### config.mk
export PLATFORM = sky130hd
export DESIGN_NAME = l1_mem_arbiter
export DESIGN_NICKNAME = d
export VERILOG_FILES = /design/src/rtl/l1_mem_arbiter.sv
export SDC_FILE = /design/constraint.sdc
export NUM_CORES = 1
export LEC_CHECK = 0
export CORE_AREA = 10 10 367 369
export CTS_BUF_LIST = sky130_fd_sc_hd__clkbuf_2
export DETAILED_ROUTE_END_ITERATION = 8
export DIE_AREA = 0 0 377 379
export PLACE_DENSITY = 0.45
export REMOVE_ABC_BUFFERS = 1
export SLEW_MARGIN = 10
export SYNTH_ARGS = -nofsm -noshare
export SYNTH_HDL_FRONTEND = slang
export SYNTH_SLANG_ARGS = --single-unit
### constraint.sdc
create_clock -name clk_i -period 16.5 [get_ports clk_i]
set_input_delay 1.65 -clock clk_i [delete_from_list [all_inputs] [get_ports clk_i]]
set_output_delay 1.65 -clock clk_i [all_outputs]
set_load 0.01 [all_outputs]
### src/rtl/l1_mem_arbiter.sv
// Round-robin arbiter sharing one next-level memory port between the L1 I-cache and D-cache.
// Latches the winning request, routes the memory response to the granted cache only, and keeps saturating perf counters.
module l1_mem_arbiter #(
  parameter int          ADDR_W   = 32,
  parameter int          LINE_W   = 128,
  // Counter preset applied on reset; leave at zero for normal operation.
  parameter logic [31:0] CNT_INIT = 32'd0
) (
  input  logic              clk_i,
  input  logic              rst_i,
  input  logic              ic_req_valid_i,
  input  logic [ADDR_W-1:0] ic_req_addr_i,
  input  logic              ic_req_rw_i,
  input  logic [LINE_W-1:0] ic_req_wdata_i,
  output logic [LINE_W-1:0] ic_res_data_o,
  output logic              ic_res_ready_o,
  input  logic              dc_req_valid_i,
  input  logic [ADDR_W-1:0] dc_req_addr_i,
  input  logic              dc_req_rw_i,
  input  logic [LINE_W-1:0] dc_req_wdata_i,
  output logic [LINE_W-1:0] dc_res_data_o,
  output logic              dc_res_ready_o,
  output logic              mem_req_valid_o,
  output logic [ADDR_W-1:0] mem_req_addr_o,
  output logic              mem_req_rw_o,
  output logic [LINE_W-1:0] mem_req_wdata_o,
  input  logic [LINE_W-1:0] mem_res_data_i,
  input  logic              mem_res_ready_i,
  output logic [1:0]        grant_o,
  output logic [31:0]       ic_grants_o,
  output logic [31:0]       dc_grants_o,
  output logic [31:0]       conflict_cnt_o
);

  typedef enum logic [1:0] {IDLE, GRANT_I, GRANT_D, RELEASE} state_t;

  state_t            state_reg, state_next;
  logic              last_grant_d_reg;
  logic [ADDR_W-1:0] addr_reg;
  logic              rw_reg;
  logic [LINE_W-1:0] wdata_reg;
  logic [31:0]       ic_grants_reg, dc_grants_reg, conflict_reg;
  logic              pick_i, pick_d, both_valid;

  assign both_valid = ic_req_valid_i & dc_req_valid_i;

  always_comb begin
    state_next = state_reg;
    pick_i     = 1'b0;
    pick_d     = 1'b0;
    case (state_reg)
      IDLE: begin
        // On a tie the requester that did not win last time goes first.
        if (ic_req_valid_i && (!dc_req_valid_i || last_grant_d_reg)) begin
          pick_i     = 1'b1;
          state_next = GRANT_I;
        end else if (dc_req_valid_i) begin
          pick_d     = 1'b1;
          state_next = GRANT_D;
        end
      end
      GRANT_I, GRANT_D: begin
        if (mem_res_ready_i) state_next = RELEASE;
      end
      RELEASE: state_next = IDLE;
      default: state_next = IDLE;
    endcase
  end

  always_ff @(posedge clk_i or posedge rst_i) begin
    if (rst_i) begin
      state_reg        <= IDLE;
      last_grant_d_reg <= 1'b1;
      addr_reg         <= '0;
      rw_reg           <= 1'b0;
      wdata_reg        <= '0;
    end else begin
      state_reg <= state_next;
      if (pick_i) begin
        addr_reg         <= ic_req_addr_i;
        rw_reg           <= ic_req_rw_i;
        wdata_reg        <= ic_req_wdata_i;
        last_grant_d_reg <= 1'b0;
      end else if (pick_d) begin
        addr_reg         <= dc_req_addr_i;
        rw_reg           <= dc_req_rw_i;
        wdata_reg        <= dc_req_wdata_i;
        last_grant_d_reg <= 1'b1;
      end
    end
  end

  // Counters stick at all-ones instead of wrapping.
  always_ff @(posedge clk_i or posedge rst_i) begin
    if (rst_i) begin
      ic_grants_reg <= CNT_INIT;
      dc_grants_reg <= CNT_INIT;
      conflict_reg  <= CNT_INIT;
    end else begin
      if (pick_i && ic_grants_reg != 32'hFFFF_FFFF) ic_grants_reg <= ic_grants_reg + 32'd1;
      if (pick_d && dc_grants_reg != 32'hFFFF_FFFF) dc_grants_reg <= dc_grants_reg + 32'd1;
      if ((pick_i || pick_d) && both_valid && conflict_reg != 32'hFFFF_FFFF)
        conflict_reg <= conflict_reg + 32'd1;
    end
  end

  assign grant_o         = {state_reg == GRANT_D, state_reg == GRANT_I};
  assign mem_req_valid_o = grant_o[0] | grant_o[1];
  assign mem_req_addr_o  = addr_reg;
  assign mem_req_rw_o    = rw_reg;
  assign mem_req_wdata_o = wdata_reg;

  assign ic_res_ready_o = grant_o[0] & mem_res_ready_i;
  assign dc_res_ready_o = grant_o[1] & mem_res_ready_i;
  assign ic_res_data_o  = grant_o[0] ? mem_res_data_i : '0;
  assign dc_res_data_o  = grant_o[1] ? mem_res_data_i : '0;

  assign ic_grants_o    = ic_grants_reg;
  assign dc_grants_o    = dc_grants_reg;
  assign conflict_cnt_o = conflict_reg;

endmodule
=== Word-level counts from Yosys, hierarchy flattened ===
Cells that the tools add are included.

* Output and inout bits: 518
* Logic and storage cells: 54
* Register bits after elaboration: 260
* Input port bits: 455

* Equal/unequal tests: 8
* Reduce and logical (&&, ||, !) cells: 12
* Bitwise gates (word level): 4
* Add/sub/neg operators: 3
* Multiplexer cells: 19

{| class="wikitable"
|+ Operator list
! cell !! count
|-
| two-way mux 128 bit || 4
|-
| adder 32 x 1 -> 32 bit, second input constant || 3
|-
| != test 32 bit, second input constant || 3
|-
| two-way mux 32 bit || 2
|-
| two-way mux 1 bit || 9
|-
| two-way mux 2 bit || 3
|-
| case mux 2 bit (3 select lines) || 1
|-
| logical AND 1 bit || 5
|-
| equality test 2 bit, second input constant || 2
|-
| bitwise AND 1 bit || 3
|-
| != test 3 bit, second input constant || 1
|-
| equality test 2 x 1 -> 1 bit, second input constant || 1
|-
| zero test 2 bit || 1
|-
| logical OR 1 bit || 2
|-
| != test 2 bit, second input constant || 1
|-
| AND reduction 2 bit || 1
|-
| nonzero test 2 bit || 1
|-
| OR reduction 2 bit || 1
|-
| zero test 1 bit || 1
|-
| OR 1 bit || 1
|}

=== Longest topological paths before layout ===
* Depth in word-level cells: 8
* Depth in mapped cells: 9
* Gate-level depth less buffers: 7

=== Worst setup path before layout ===
No wires, ideal clock.

* Path kind: input-to-output
* Start point: input mem_res_data_i[127]
* End point: output dc_res_data_o[127]
* Path buffers: 0
* Data arrival time: 1.815 ns
* Stages: 1
* Path slack: 13.035 ns
* Data required time: 14.850 ns
* Cell sequence: and2_1

* Cells in the longest elaborated chain, start to end: 1

{| class="wikitable"
|+ Ends and longest elaborated chain
! what !! line !! text
|-
| start, declared || 27 || <nowiki>input logic [LINE_W-1:0] mem_res_data_i,</nowiki>
|-
| two-way mux 128 bit || 116 || <nowiki>assign dc_res_data_o = grant_o[1] ? mem_res_data_i : '0;</nowiki>
|-
| end, declared || 21 || <nowiki>output logic [LINE_W-1:0] dc_res_data_o,</nowiki>
|}

Every way passes these cells.

=== Worst setup path in the final report ===
* Start point: register state_reg[0]
* End point: output dc_res_data_o[56]

* Cells in the longest elaborated chain, start to end: 2

{| class="wikitable"
|+ Ends and longest elaborated chain
! what !! line !! text
|-
| start, declared || 37 || <nowiki>state_t state_reg, state_next;</nowiki>
|-
| start signal, assigned || 78 || <nowiki>state_reg <= state_next;</nowiki>
|-
| equality test 2 bit || 107 || <nowiki>assign grant_o = {state_reg == GRANT_D, state_reg == GRANT_I};</nowiki>
|-
| two-way mux 128 bit || 116 ||
|}

Every way passes these cells.

==> out/qor.json <==
{
  "p_sw_share": {"value": 42.6, "unit": "%"},
  "largest_register_ffs": {"value": 128},
  "sink_of_the_worst_hold_path": {"value": "mem_req_wdata_o[40]$_DFFE_PP0P_"},
  "comb_power_share": {"value": 56.1, "unit": "%"},
  "rr_worst_depth": {"value": 8},
  "synth_top_area_share": {"value": 48.2, "unit": "%"},
  "power.density_cell_area": {"value": 135, "unit": "nW/um^2"},
  "die_w": {"value": 377, "unit": "um"},
  "cts_resized": {"value": 0},
  "min_from": {"value": "mem_req_wdata_o[40]$_DFFE_PP0P_"},
  "synth_edf_count": {"value": 0},
  "boundaryPins": {"value": 973},
  "routed-via-count": {"value": 15100},
  "fin_crit": {"value": 5.64, "unit": "ns"},
  "antenna_violating_nets_post_route": {"value": 0},
  "layout-area-overhead-vs-synth": {"value": 91.6, "unit": "%"},
  "p_sw": {"value": 1480, "unit": "uW"},
  "start_util": {"value": 10.6, "unit": "%"},
  "synth.avg_cell_area": {"value": 9.07, "unit": "sq um"},
  "finalSetupViolCount": {"value": 0},
  "min_path_type": {"value": "flip-flop to flip-flop"},
  "cts-buffers-inserted": {"value": 84},
  "design.core.area": {"value": 127000, "unit": "sq um"},
  "design.final.nets": {"value": 2912},
  "timing.critical_path.arrival": {"value": 3.99, "unit": "ns"},
  "reg2reg_to": {"value": "mem_req_wdata_o[92]$_DFFE_PP0P_"},
  "sequential_cell_area_fraction_in_the_yosys_report": {"value": 48.4, "unit": "%"},
  "ys_async_sr_fraction": {"value": 100, "unit": "%"},
  "grt_util_all_layers": {"value": 13.2, "unit": "%"},
  "tns": {"value": 0, "unit": "ns"},
  "holdPathStages": {"value": 2},
  "report.final.slew_viol_count": {"value": 0},
  "max_stage_delay": {"value": 0.65, "unit": "ns"},
  "maxCapViolCount": {"value": 0},
  "cts.repair_timing.setup_buffer_count": {"value": 0},
  "netlist_instances": {"value": 1481},
  "worst_path_max_delay_cell": {"value": "clkdlybuf4s50_1"},
  "numClockSinks": {"value": 260},
  "gp_routability_congestion": {"value": 0.889},
  "final_hold_viol_count": {"value": 0},
  "crit_family": {"value": "buffers and inverters"},
  "cts-hold-fix-buffers": {"value": 0},
  "r2r_slack": {"value": 12.32, "unit": "ns"},
  "ctsLongestPathBuffers": {"value": 3},
  "numPortBuffers": {"value": 972},
  "yosysTopAreaCell": {"value": "dfrtp_1"},
  "critPathBufInv": {"value": 3},
  "ctsRootBufferMaster": {"value": "clkbuf_2"},
  "drt-vias-per-instance": {"value": 3.62},
  "fin_worst_skew": {"value": 0.0867, "unit": "ns"},
  "clock_tree.htree_level_count": {"value": 3},
  "max-slew-margin-rel": {"value": 29.5, "unit": "%"},
  "num_rows": {"value": 131},
  "cp_cell_sequence": {"value": "inv_1, ha_4, buf_4, and2_1, clkdlybuf4s50_1"},
  "path_class": {"value": "flip-flop to output pin"},
  "rsz0062_at_grt": {"value": "no"},
  "worst_ep_required_time": {"value": 14.85, "unit": "ns"},
  "cp-start-kind": {"value": "flip-flop"},
  "synthMostInstantiatedCell": {"value": "and2_1"},
  "design.die.area": {"value": 143000, "unit": "sq um"},
  "grt_max_degree": {"value": 110},
  "postRouteWirelength": {"value": 99000, "unit": "um"},
  "place.detailed.hpwl": {"value": 82000, "unit": "um"},
  "static-leakage-power": {"value": 0.0101, "unit": "uW"},
  "ys_top_cells_by_count": {"value": "and2_1, dfrtp_1, nand2_1, o21ai_0, o22ai_1"},
  "worstSetupEndpointType": {"value": "output pin"},
  "cts.clk_slew.worst_paths": {"value": 0.09, "unit": "ns"},
  "drc": {"value": 0},
  "synth.lib_cells_used.distinct": {"value": 53},
  "critPathMaxFanout": {"value": 80},
  "synthFlopType": {"value": "dfrtp_1"},
  "cts_tree": {"value": "built"},
  "final_layout_size_suffix_gt1_share": {"value": 6.99, "unit": "%"},
  "antenna_found_initial": {"value": 43},
  "power_report.internal_total": {"value": 1990, "unit": "uW"},
  "drt_iter0_markers": {"value": 781},
  "power.share.clock": {"value": 15.2, "unit": "%"},
  "global_route_wire_length_before_repair": {"value": 132000, "unit": "um"},
  "fillCellCount": {"value": 14200},
  "detail_route.wl_per_cell": {"value": 23.7, "unit": "um"},
  "final_critical_path_setup_slack": {"value": 10.86, "unit": "ns"},
  "post_synth_instance_area": {"value": 13400, "unit": "sq um"},
  "status": {"value": "finished clean"},
  "maximum_operating_frequency": {"value": 0.177, "unit": "GHz"},
  "seqPwrFrac": {"value": 28.7, "unit": "%"},
  "ir_worst_vdd": {"value": 0.0000609, "unit": "V"},
  "dieHeight": {"value": 379, "unit": "um"},
  "synth_warnings": {"value": 0},
  "detailedRoute.firstPassIterationCount": {"value": 5},
  "r2r_start": {"value": "state_reg[0]$_DFFE_PP0P_"},
  "detailedPlace.worstSlack": {"value": 10.60, "unit": "ns"},
  "timing_worst_slew_pin_value": {"value": 1.06, "unit": "ns"},
  "worstSkewPairLatency": {"value": 1.17, "unit": "ns"},
  "ys_top_cells_by_area": {"value": "dfrtp_1, and2_1, o22ai_1"},
  "grt_remaining_overflow": {"value": 0},
  "number_of_global_route_vias_before_repair": {"value": 16000},
  "synth-seq-cells": {"value": 260},
  "finalCritPeriodShare": {"value": 34.2, "unit": "%"}
}
==> cell usage in the layout, fill, tap and decap left out, types with 5 or more instances in the layout <==
cell	instances
clkdlybuf4s50_1	972
and2_1	262
dfrtp_1	259
nand2_1	210
o21ai_0	167
o22ai_1	161
clkbuf_2	120
xnor2_1	43
nand3_1	41
xor2_1	41
nor2_1	33
nor3_1	32
nand4_1	30
diode_2	15
buf_4	15
clkinv_1	13
inv_1	10
nor4_1	10
and3_1	9
mux2_2	7
and4_1	5
ha_1	5
==> cells by family (layout without fill, tap and decap cells) <==
kind of cell,Yosys count,after routing,share of synthesized area [%]
AOI/OAI and AO/OA,345,345,15.0
xor gates and xnor gates,84,84,5.48
adders and majority gates,7,7,0.652
buffers and inverters,115,1137,3.36
DFF,260,260,48.4
muxes,10,10,0.810
other,0,15,0
and+or+nand+nor,660,660,26.3
==> worst max path at each step <==
stage / endpoint / startpoint / depth (start not counted) / slack [ns]
after floorplan: mem_req_addr_o[0]$_DFFE_PP0P_ / dc_req_valid_i / 2 / 4.78
after global placement: mem_req_wdata_o[93]$_DFFE_PP0P_ / ic_req_valid_i / 7 / 10.67
after detailed placement: mem_req_wdata_o[8]$_DFFE_PP0P_ / ic_req_valid_i / 7 / 10.60
after CTS: dc_res_data_o[71] / state_reg[0]$_DFFE_PP0P_ / 5 / 10.44
after global routing: dc_res_data_o[56] / state_reg[0]$_DFFE_PP0P_ / 5 / 10.33
final: dc_res_data_o[56] / state_reg[0]$_DFFE_PP0P_ / 5 / 10.86
==> stage by stage <==
stage                     hold WS [ns]  instance area [sq um]  std cells  power (uW)  utilization (%)
final                            0.481                  25700       4180        3470             20.3
after global routing             0.512                  25700       4177        3740             20.3
after CTS                        0.489                  25700       4165        3570             20.2
after detailed placement         0.469                  25000       4026        2990             19.7
after global placement           0.459                  25000       4026        3000             19.7
after floorplan                  0.476                  13000       1377        1730                -
==> worst reg2reg max path: stages (launching register included) <==
cell     delay (ns)
dfrtp_1        0.41
inv_1          0.13
ha_1           0.32
o21ai_4        0.10
buf_4          0.46
buf_4          0.59
buf_4          0.76
buf_4          0.94
o21ai_0        0.29
==> power by group through the flow <==
stage,Sequential (uW),Clock (uW),Combinational (uW)
CTS,998,575,1990
floorplan,1070,0,661
finish,995,529,1950
global placement,1010,0,1990
detailed placement,1000,0,1990
global route,1020,606,2110
==> metal layers <==
metal	wire length (um)	global-route usage (%)
met5	135	0
met4	3470	5.41
met3	10800	6.22
met2	49000	22.7
met1	35600	13.8
==> layout make-up <==
class / count / area (sq um) / area share, %
Antenna cell: 15 / 37.5 / 0.146
Clock buffer: 120 / 601 / 2.33
Multi-Input combinational cell: 1106 / 6530 / 25.4
Tap cell: 1662 / 2080 / 8.08
Sequential cell: 260 / 6510 / 25.3
Timing Repair Buffer: 987 / 9840 / 38.2
Clock inverter: 19 / 96.3 / 0.374
Inverter: 11 / 48.8 / 0.190
(Power assumes the default switching activity.)
